## src/rtl/rv_decode_queue_if.sv

```systemverilog
// Fetch-to-execute handshake bundle for the RV32I decode queue.
// The DUT takes the slave view; the producer/consumer side takes the master view.
interface rv_decode_queue_if #(
    parameter int XLEN     = 32,
    parameter int PC_WIDTH = 32
);
    logic                in_valid;
    logic                in_ready;
    logic [31:0]         in_instr;
    logic [PC_WIDTH-1:0] in_pc;
    logic                out_valid;
    logic                out_ready;
    logic [6:0]          opcode;
    logic [4:0]          destination_reg;
    logic [2:0]          func3;
    logic [4:0]          source1_reg;
    logic [4:0]          source2_reg;
    logic [6:0]          func7;
    logic [XLEN-1:0]     imm;
    logic [2:0]          imm_type;
    logic                illegal;
    logic [PC_WIDTH-1:0] out_pc;

    modport slave (
        input  in_valid, in_instr, in_pc, out_ready,
        output in_ready, out_valid, opcode, destination_reg, func3,
               source1_reg, source2_reg, func7, imm, imm_type, illegal, out_pc
    );

    modport master (
        output in_valid, in_instr, in_pc, out_ready,
        input  in_ready, out_valid, opcode, destination_reg, func3,
               source1_reg, source2_reg, func7, imm, imm_type, illegal, out_pc
    );
endinterface

```

## src/rtl/rv_decode_queue.sv

```systemverilog
// RV32I decode stage: decodes each accepted instruction combinationally and buffers the
// decoded record in a DEPTH-entry FIFO between fetch and execute, with synchronous flush.
module rv_decode_queue #(
    parameter int XLEN     = 32,
    parameter int PC_WIDTH = 32,
    parameter int DEPTH    = 2
) (
    input  logic              clk,
    input  logic              reset,
    input  logic              flush,
    rv_decode_queue_if.slave  bus
);
    localparam int PTR_W = $clog2(DEPTH);
    localparam int CNT_W = PTR_W + 1;

    localparam logic [6:0] OPC_LUI    = 7'b0110111;
    localparam logic [6:0] OPC_AUIPC  = 7'b0010111;
    localparam logic [6:0] OPC_JAL    = 7'b1101111;
    localparam logic [6:0] OPC_JALR   = 7'b1100111;
    localparam logic [6:0] OPC_BRANCH = 7'b1100011;
    localparam logic [6:0] OPC_LOAD   = 7'b0000011;
    localparam logic [6:0] OPC_STORE  = 7'b0100011;
    localparam logic [6:0] OPC_OPIMM  = 7'b0010011;
    localparam logic [6:0] OPC_OP     = 7'b0110011;
    localparam logic [6:0] OPC_FENCE  = 7'b0001111;
    localparam logic [6:0] OPC_SYSTEM = 7'b1110011;

    localparam logic [6:0] F7_BASE = 7'b0000000;
    localparam logic [6:0] F7_ALT  = 7'b0100000;

    typedef enum logic [2:0] {
        IMM_NONE = 3'd0,
        IMM_I    = 3'd1,
        IMM_S    = 3'd2,
        IMM_B    = 3'd3,
        IMM_U    = 3'd4,
        IMM_J    = 3'd5
    } imm_type_e;

    // Only the raw instruction is stored; the register/func fields are re-sliced at the head.
    typedef struct packed {
        logic [31:0]            instr;
        logic [PC_WIDTH-1:0]    pc;
        logic signed [XLEN-1:0] imm;
        imm_type_e              imm_type;
        logic                   illegal;
    } rec_t;

    function automatic logic signed [XLEN-1:0] sext32(input logic signed [31:0] v);
        return XLEN'(v);
    endfunction

    function automatic rec_t decode(input logic [31:0] i, input logic [PC_WIDTH-1:0] pc);
        rec_t             r;
        logic signed [31:0] raw;
        imm_type_e        t;
        logic             bad;
        logic [2:0]       f3;
        logic [6:0]       f7;
        raw = '0;
        t   = IMM_NONE;
        bad = 1'b0;
        f3  = i[14:12];
        f7  = i[31:25];
        case (i[6:0])
            OPC_LUI, OPC_AUIPC: begin
                raw = {i[31:12], 12'b0};
                t   = IMM_U;
            end
            OPC_JAL: begin
                raw = {{11{i[31]}}, i[31], i[19:12], i[20], i[30:21], 1'b0};
                t   = IMM_J;
            end
            OPC_BRANCH: begin
                raw = {{19{i[31]}}, i[31], i[7], i[30:25], i[11:8], 1'b0};
                t   = IMM_B;
            end
            OPC_STORE: begin
                raw = {{20{i[31]}}, i[31:25], i[11:7]};
                t   = IMM_S;
            end
            OPC_JALR: begin
                raw = {{20{i[31]}}, i[31:20]};
                t   = IMM_I;
                bad = (f3 != 3'b000);
            end
            OPC_LOAD, OPC_FENCE, OPC_SYSTEM: begin
                raw = {{20{i[31]}}, i[31:20]};
                t   = IMM_I;
            end
            OPC_OPIMM: begin
                raw = {{20{i[31]}}, i[31:20]};
                t   = IMM_I;
                // Shift-immediates reuse the func7 slot; only SRAI may set bit 30.
                bad = ((f3 == 3'b001) && (f7 != F7_BASE)) ||
                      ((f3 == 3'b101) && (f7 != F7_BASE) && (f7 != F7_ALT));
            end
            OPC_OP: begin
                bad = (f7 != F7_BASE) && (f7 != F7_ALT);
            end
            default: bad = 1'b1;
        endcase
        r.instr    = i;
        r.pc       = pc;
        r.illegal  = bad;
        r.imm_type = bad ? IMM_NONE : t;
        r.imm      = bad ? '0 : sext32(raw);
        return r;
    endfunction

    rec_t             mem [DEPTH];
    rec_t             in_rec;
    rec_t             head;
    logic [PTR_W-1:0] wr_ptr;
    logic [PTR_W-1:0] rd_ptr;
    logic [PTR_W-1:0] head_ptr;
    logic [CNT_W-1:0] count;
    logic             push;
    logic             pop;

    assign bus.in_ready  = (count != CNT_W'(DEPTH));
    assign bus.out_valid = (count != '0);
    assign push          = bus.in_valid & bus.in_ready;
    assign pop           = bus.out_valid & bus.out_ready;

    always_comb begin
        in_rec = decode(bus.in_instr, bus.in_pc);
    end

    // Queue control: flush dominates any push or pop in the same cycle.
    always_ff @(posedge clk or posedge reset) begin
        if (reset) begin
            wr_ptr <= '0;
            rd_ptr <= '0;
            count  <= '0;
        end else if (flush) begin
            wr_ptr <= '0;
            rd_ptr <= '0;
            count  <= '0;
        end else begin
            if (push) wr_ptr <= wr_ptr + PTR_W'(1);
            if (pop)  rd_ptr <= rd_ptr + PTR_W'(1);
            case ({push, pop})
                2'b10:   count <= count + CNT_W'(1);
                2'b01:   count <= count - CNT_W'(1);
                default: count <= count;
            endcase
        end
    end

    // Storage is cleared on reset so the outputs read zero until the first record lands.
    always_ff @(posedge clk or posedge reset) begin
        if (reset) begin
            for (int k = 0; k < DEPTH; k++) mem[k] <= '0;
        end else if (push && !flush) begin
            mem[wr_ptr] <= in_rec;
        end
    end

    // When empty, point at the most recently popped slot so outputs hold their last value.
    always_comb begin
        head_ptr = rd_ptr;
        if (count == '0) head_ptr = rd_ptr - PTR_W'(1);
        head = mem[head_ptr];
    end

    assign bus.opcode          = head.instr[6:0];
    assign bus.destination_reg = head.instr[11:7];
    assign bus.func3           = head.instr[14:12];
    assign bus.source1_reg     = head.instr[19:15];
    assign bus.source2_reg     = head.instr[24:20];
    assign bus.func7           = head.instr[31:25];
    assign bus.imm             = head.imm;
    assign bus.imm_type        = head.imm_type;
    assign bus.illegal         = head.illegal;
    assign bus.out_pc          = head.pc;
endmodule

```

## src/flat_wrapper.sv

```systemverilog
// flat-port wrapper written by rule: the top's interface ports become plain ports
module rv_decode_queue_flat 
#(
    parameter int XLEN     = 32,
    parameter int PC_WIDTH = 32,
    parameter int DEPTH    = 2
)
  (clk, reset, flush, bus_in_valid, bus_in_instr, bus_in_pc, bus_out_ready, bus_in_ready, bus_out_valid, bus_opcode, bus_destination_reg, bus_func3, bus_source1_reg, bus_source2_reg, bus_func7, bus_imm, bus_imm_type, bus_illegal, bus_out_pc);
  rv_decode_queue_if #(.XLEN(XLEN), .PC_WIDTH(PC_WIDTH)) bus_i ();
  input  logic clk;
  input  logic reset;
  input  logic flush;
  input wire logic [$bits(bus_i.in_valid)-1:0] bus_in_valid;
  input wire logic [$bits(bus_i.in_instr)-1:0] bus_in_instr;
  input wire logic [$bits(bus_i.in_pc)-1:0] bus_in_pc;
  input wire logic [$bits(bus_i.out_ready)-1:0] bus_out_ready;
  output wire logic [$bits(bus_i.in_ready)-1:0] bus_in_ready;
  output wire logic [$bits(bus_i.out_valid)-1:0] bus_out_valid;
  output wire logic [$bits(bus_i.opcode)-1:0] bus_opcode;
  output wire logic [$bits(bus_i.destination_reg)-1:0] bus_destination_reg;
  output wire logic [$bits(bus_i.func3)-1:0] bus_func3;
  output wire logic [$bits(bus_i.source1_reg)-1:0] bus_source1_reg;
  output wire logic [$bits(bus_i.source2_reg)-1:0] bus_source2_reg;
  output wire logic [$bits(bus_i.func7)-1:0] bus_func7;
  output wire logic [$bits(bus_i.imm)-1:0] bus_imm;
  output wire logic [$bits(bus_i.imm_type)-1:0] bus_imm_type;
  output wire logic [$bits(bus_i.illegal)-1:0] bus_illegal;
  output wire logic [$bits(bus_i.out_pc)-1:0] bus_out_pc;
  assign bus_i.in_valid = bus_in_valid;
  assign bus_i.in_instr = bus_in_instr;
  assign bus_i.in_pc = bus_in_pc;
  assign bus_i.out_ready = bus_out_ready;
  assign bus_in_ready = bus_i.in_ready;
  assign bus_out_valid = bus_i.out_valid;
  assign bus_opcode = bus_i.opcode;
  assign bus_destination_reg = bus_i.destination_reg;
  assign bus_func3 = bus_i.func3;
  assign bus_source1_reg = bus_i.source1_reg;
  assign bus_source2_reg = bus_i.source2_reg;
  assign bus_func7 = bus_i.func7;
  assign bus_imm = bus_i.imm;
  assign bus_imm_type = bus_i.imm_type;
  assign bus_illegal = bus_i.illegal;
  assign bus_out_pc = bus_i.out_pc;
  rv_decode_queue #(.XLEN(XLEN), .PC_WIDTH(PC_WIDTH), .DEPTH(DEPTH)) u_core (.clk(clk), .reset(reset), .flush(flush), .bus(bus_i));
endmodule
```

## config.mk

```make
export PLATFORM = sky130hd
export DESIGN_NAME = rv_decode_queue_flat
export DESIGN_NICKNAME = d
export VERILOG_FILES = /design/src/rtl/rv_decode_queue_if.sv /design/src/rtl/rv_decode_queue.sv /design/src/flat_wrapper.sv
export SDC_FILE = /design/constraint.sdc
export NUM_CORES = 1
export LEC_CHECK = 0
export CAP_MARGIN = 20
export CORE_MARGIN = 2
export CORE_UTILIZATION = 30
export CTS_CLUSTER_SIZE = 40
export DETAILED_ROUTE_END_ITERATION = 8
export SETUP_SLACK_MARGIN = 0.15
export SLEW_MARGIN = 20
export SYNTH_ARGS = -nofsm -noshare
export SYNTH_HDL_FRONTEND = slang
export SYNTH_SLANG_ARGS = --single-unit
```

## constraint.sdc

```tcl
create_clock -name clk -period 7.7 [get_ports clk]
set_input_delay 1.925 -clock clk [delete_from_list [all_inputs] [get_ports clk]]
set_output_delay 1.925 -clock clk [all_outputs]
set_load 0.01 [all_outputs]
```

Yosys cells after proc, flatten, opt, wreduce, memory -nomap -nowiden
Index checks and enable logic that the tools add are counted.

Magnitude comparators: 3. Add/sub/neg operators: 5. Eq/ne operators: 17. Mux-type cells: 18. Bitwise logic cells: 4. Reduce and logical (&&, ||, !) cells: 18.

Operators by type and width (number): $mux W100 (4); $bwmux W200 (1); $pmux W32 S5 (1); $demux W100 S1 (1); $mux W32 (1); $eq A7 B7 Y1 const B (4); $eq A7 B6 Y1 const B (3); $pmux W3 S5 (1); $eq A7 B5 Y1 const B (2); $reduce_or A8 Y1 (1); $eq A7 B2 Y1 const B (1); $eq A7 B4 Y1 const B (1); $ne A7 B6 Y1 const B (1); $reduce_bool A7 Y1 (1); $logic_and A1 B1 Y1 (6); $reduce_bool A2 Y1 (3); $reduce_bool A3 Y1 (2); $mux W1 (5); $reduce_or A5 Y1 (1); $ge A2 B2 Y1 const B (2); $not A1 Y2 (2); $pmux W1 S4 (1); $pmux W2 S2 (1); $eq A3 B1 Y1 const B (1); other kinds (16) (18).

Output and inout port bits: 102. Register bits: 204. Word-level logic and storage cells: 78.

Logic depth before layout (Yosys ltp)
Depth in word-level cells: 7. Gate-level depth with buffers: 7. Mapped depth without buffers: 6.

Worst setup path after synthesis
Ideal clock, no wire load.

Kind: reg-to-output. From: register u_core.count[0]. To: output bus_destination_reg[0]. Slack: 4028 ps. Stages on the path, launching flop included: 6. Arrival: 1747 ps. Required time: 5775 ps. Cells stage by stage: dfrtp_1 nor2_1 xnor2_1 clkbuf_1 clkbuf_1 mux2_2.

Word-level cells in the longest chain between the ends: 6.

Ends and longest elaborated chain: from (decl) (line rv_decode_queue.sv:117) `logic [CNT_W-1:0] count;`; from (signal assigned) (line rv_decode_queue.sv:144) `2'b10: count <= count + CNT_W'(1);`; from (signal assigned) (line rv_decode_queue.sv:145) `2'b01: count <= count - CNT_W'(1);`; from (signal assigned) (line rv_decode_queue.sv:146) `default: count <= count;`; $logic_not A2 Y1 (line rv_decode_queue.sv:163) `if (count == '0) head_ptr = rd_ptr - PTR_W'(1);`; $mux W1 (line rv_decode_queue.sv:163); $not A1 Y2 (not written as such) (line rv_decode_queue.sv:164) `head = mem[head_ptr];`; $mux W100 (not written as such) (3 in a row) (line rv_decode_queue.sv:164); to (decl) (line flat_wrapper.sv:20) `output wire logic [$bits(bus_i.destination_reg)-1:0] bus_destination_reg;`.

No other way between the ends. The select of a mux whose other input is x is not followed.

Final worst setup path
From: register u_core.count[0]. To: output bus_imm_type[0].

Word-level cells in the longest chain between the ends: 6.

Ends and longest elaborated chain: $logic_not A2 Y1 (line rv_decode_queue.sv:163); $mux W1 (line rv_decode_queue.sv:163); $not A1 Y2 (not written as such) (line rv_decode_queue.sv:164); $mux W100 (not written as such) (3 in a row) (line rv_decode_queue.sv:164); to (decl) (line flat_wrapper.sv:26) `output wire logic [$bits(bus_i.imm_type)-1:0] bus_imm_type;`.

No other way between the ends. The select of a mux whose other input is x is not followed.

==> flow_summary_export.csv <==
group,metric,value,unit
setup_path,cp.arrival,2910,ps
routing,initialDrtViolationCount,331,
global_route,grt_pass1_wl,40.78,mm
logic_synthesis,avgSynthCellArea,11.40,sq um
floorplan,fp-row-count,64,
outcome,status,"complete, no violations",
setup_path,endpoint_kind,"output pin",
floorplan,die_y,180.9,um
clock_tree,clkTransAtPathRegs,60,ps
power,p_leak,5.604,nW
timing,fmax,206.6,MHz
timing,maxSlewViolCount,0,
timing,slew_headroom,0.2954,
global_route,grt_max_degree,111,
global_route,antenna_found_initial,3,
logic_synthesis,yosysTopAreaCell,"dfrtp_1",
timing,final.period_utilization,0.6285,
routing,num_vias,6849,
placed_design,place_congestion,0.8219,
logic_synthesis,synth_fp_nets,892,
clock_tree,cts_sinks,204,
final_layout,fin_nets,1047,
timing,layout_min_cycle_time,4840,ps
floorplan,die_area,32710,sq um
floorplan,core,30670,sq um
clock_tree,htreeDepth,1,
logic_synthesis,synth_top_area_share,0.5440,
setup_path,critPathKind,"reg -> out",
clock_tree,cts_resized,0,
final_layout,area_growth,31.72,%
clock_tree,post_cts_buffers,0,
clock_tree,clockRootBuffer,"clkbuf_16",
floorplan,fp.dieW,180.9,um
setup_path,cp-start-kind,"register",
routing,routed_wl,25.51,mm
clock_tree,cts-buffers-inserted,25,
run,drv_cap,0,
global_route,grt_util_all_layers,0.1554,
clock_tree,cts.path.max_buffers,3,
timing,fin_skew,7.676,ps
clock_tree,clk_latency,520,ps
logic_synthesis,ys_seq_area_frac,0.5440,
routing,drc,0,
logic_synthesis,synth_cells,823,
timing,worst_slew_pin_slew,1053,ps
timing,hold_violations,0,
routing,avgRoutedWirePerCell,18.27,um
power,vdd_ir_drop_max,0.1701,mV
timing,rsz0062_at_grt,"no",
floorplan,start_util,0.3060,
placed_design,port_buffers,170,
clock_tree,cts_tree,"done",
global_route,grt-ovfl-total,0,
final_layout,layout-drive-gt1-share,0.2307,
logic_synthesis,yosysWarnings,0,
placed_design,dp_cells,1344,
routing,postRouteAntennaNets,0,
power,p_per_area,274.9,nW/um^2
timing,setup_viol,0,
clock_tree,ctsHoldBuffers,0,
logic_synthesis,synth.distinct_cells,50,
setup_path,required,5780,ps
routing,drt_first_pass_iters,5,
global_route,grt_pass1_vias,6943,
logic_synthesis,syn_area,9384,sq um
routing,via_per_inst,4.906,
floorplan,io_pins,171,
placed_design,hpwl,15.73,mm
final_layout,final_cells,1396,
logic_synthesis,synth.area.top_cells,"dfrtp_1 (54%), mux2_2 (19%), nand2_1 (8.6%)",
worst_hold_path,hp-class,"reg -> reg",
logic_synthesis,ys_ff_latch,204,
setup_path,critPathMaxFanout,101,
timing,setup_tns,0,ps
synth_stat cells, drive strengths merged:
cell and n:
a211o 1, a221o 1, a41oi 1, xor2 2, or3b 2, o31ai 5, inv 7, o21a 1
nand3b 2, a22oi 1, a2bb2oi 1, mux2 161, dfrtp 204, a32o 1, a21o 12, and2 2
a221oi 1, a21boi 2, nor3b 2, nor2 13, nand2 214, clkbuf 45, or4 2, nor4bb 1
nand3 1, buf 7, o21ai 22, and3 2, xnor2 2, o22ai 1, nor2b 2, or3 2
nor3 4, nand2b 5, o211ai 2, nor4b 1, nor4 5, nand4b 4, a31oi 1, a21oi 10
or4b 1, a22o 67
stage by stage:
stage | utilization | hold WS (ps) | setup slack, ps | cell area [sq um] | power [mW]
after floorplan | - | 440.1 | 207.6 | 9384 | 1.807
after global placement | 0.3735 | 452.1 | 2754 | 11460 | 2.195
after detailed placement | 0.3735 | 457.6 | 2711 | 11460 | 2.207
after CTS | 0.4016 | 473.2 | 2846 | 12320 | 3.451
after global routing | 0.4028 | 487.8 | 2742 | 12350 | 3.581
final | 0.4030 | 468.6 | 2860 | 12360 | 3.398
per-layer routing:
metal,wire (um),up-vias,GRT usage
met4,406,2,0.03032
met3,2103,34,0.04939
met5,11,-,0
met1,11820,3405,0.2160
li1,-,3208,-
met2,11170,200,0.2385
where the power goes:
part           switching, mW  internal (mW)  total (mW)
logic                  0.356          0.482       0.838
clock network          0.479          0.739        1.22
registers             0.0854           1.26        1.34
total                  0.921           2.48        3.40
kinds of logic (layout without fill, tap and decap cells):
group                     count (synthesis)  count (layout)  synth area share
xor gates and xnor gates                  4               4          0.003734
and+or+nand+nor                         265             265            0.1281
buffers and inverters                    59             233           0.02560
DFF                                     204             204            0.5440
other                                     0               3                 0
AOI/OAI and AO/OA                       130             130            0.1053
muxes                                   161             161            0.1932
worst max-delay path: stages, from the launching register on:
cell and delay [ps]:
dfrtp_1 420, nor2_1 260, xnor2_2 170, buf_12 500, mux2_2 400, clkdlybuf4s50_1 560
sequential cells by signal (all words and copies together) (netlist names):
name           flops
u_core.mem       200
u_core.count       2
u_core.rd_ptr      1
u_core.wr_ptr      1
layout make-up:
class | count | area [sq um]
antenna | 3 | 7.507
clock buffer | 31 | 688.2
clock inverter | 15 | 171.4
fill | 2937 | 18310
inverter | 7 | 33.78
multi-input combinational | 560 | 4055
sequential | 204 | 5105
tap | 396 | 495.5
timing repair buffer | 180 | 1804
cell usage in the layout (no fill, tap or decap), drive strengths merged, types with 3 or more instances in the layout:
| master | count |
|---|---|
| clkbuf | 31 |
| o31ai | 5 |
| nor4 | 5 |
| diode | 3 |
| clkdlybuf4s50 | 170 |
| inv | 10 |
| buf | 10 |
| a21oi | 10 |
| nor3 | 4 |
| mux2 | 161 |
| nand2b | 5 |
| nor2 | 13 |
| a21o | 12 |
| nand4b | 4 |
| clkinv | 8 |
| nand2 | 214 |
| bufinv | 3 |
| o21ai | 22 |
| a22o | 67 |
| dfrtp | 204 |
worst paths after layout:
| check | from | to | slack, ps | cells past startpoint |
|---|---|---|---|---|
| max in group asynchronous | reset | u_core.mem[136]$_DFFE_PP0P_ | 4540 | 3 |
| max | u_core.count[0]$_DFFE_PP0P_ | bus_imm_type[0] | 2860 | 5 |
| min | u_core.mem[150]$_DFFE_PP0P_ | u_core.mem[150]$_DFFE_PP0P_ | 470 | 2 |
| max reg2reg | u_core.count[0]$_DFFE_PP0P_ | u_core.mem[75]$_DFFE_PP0P_ | 4940 | 6 |
| min reg2reg | u_core.mem[150]$_DFFE_PP0P_ | u_core.mem[150]$_DFFE_PP0P_ | 470 | 2 |
| min in group asynchronous | reset | u_core.mem[77]$_DFFE_PP0P_ | 1930 | 2 |
Power figures use the tool's default switching activity.
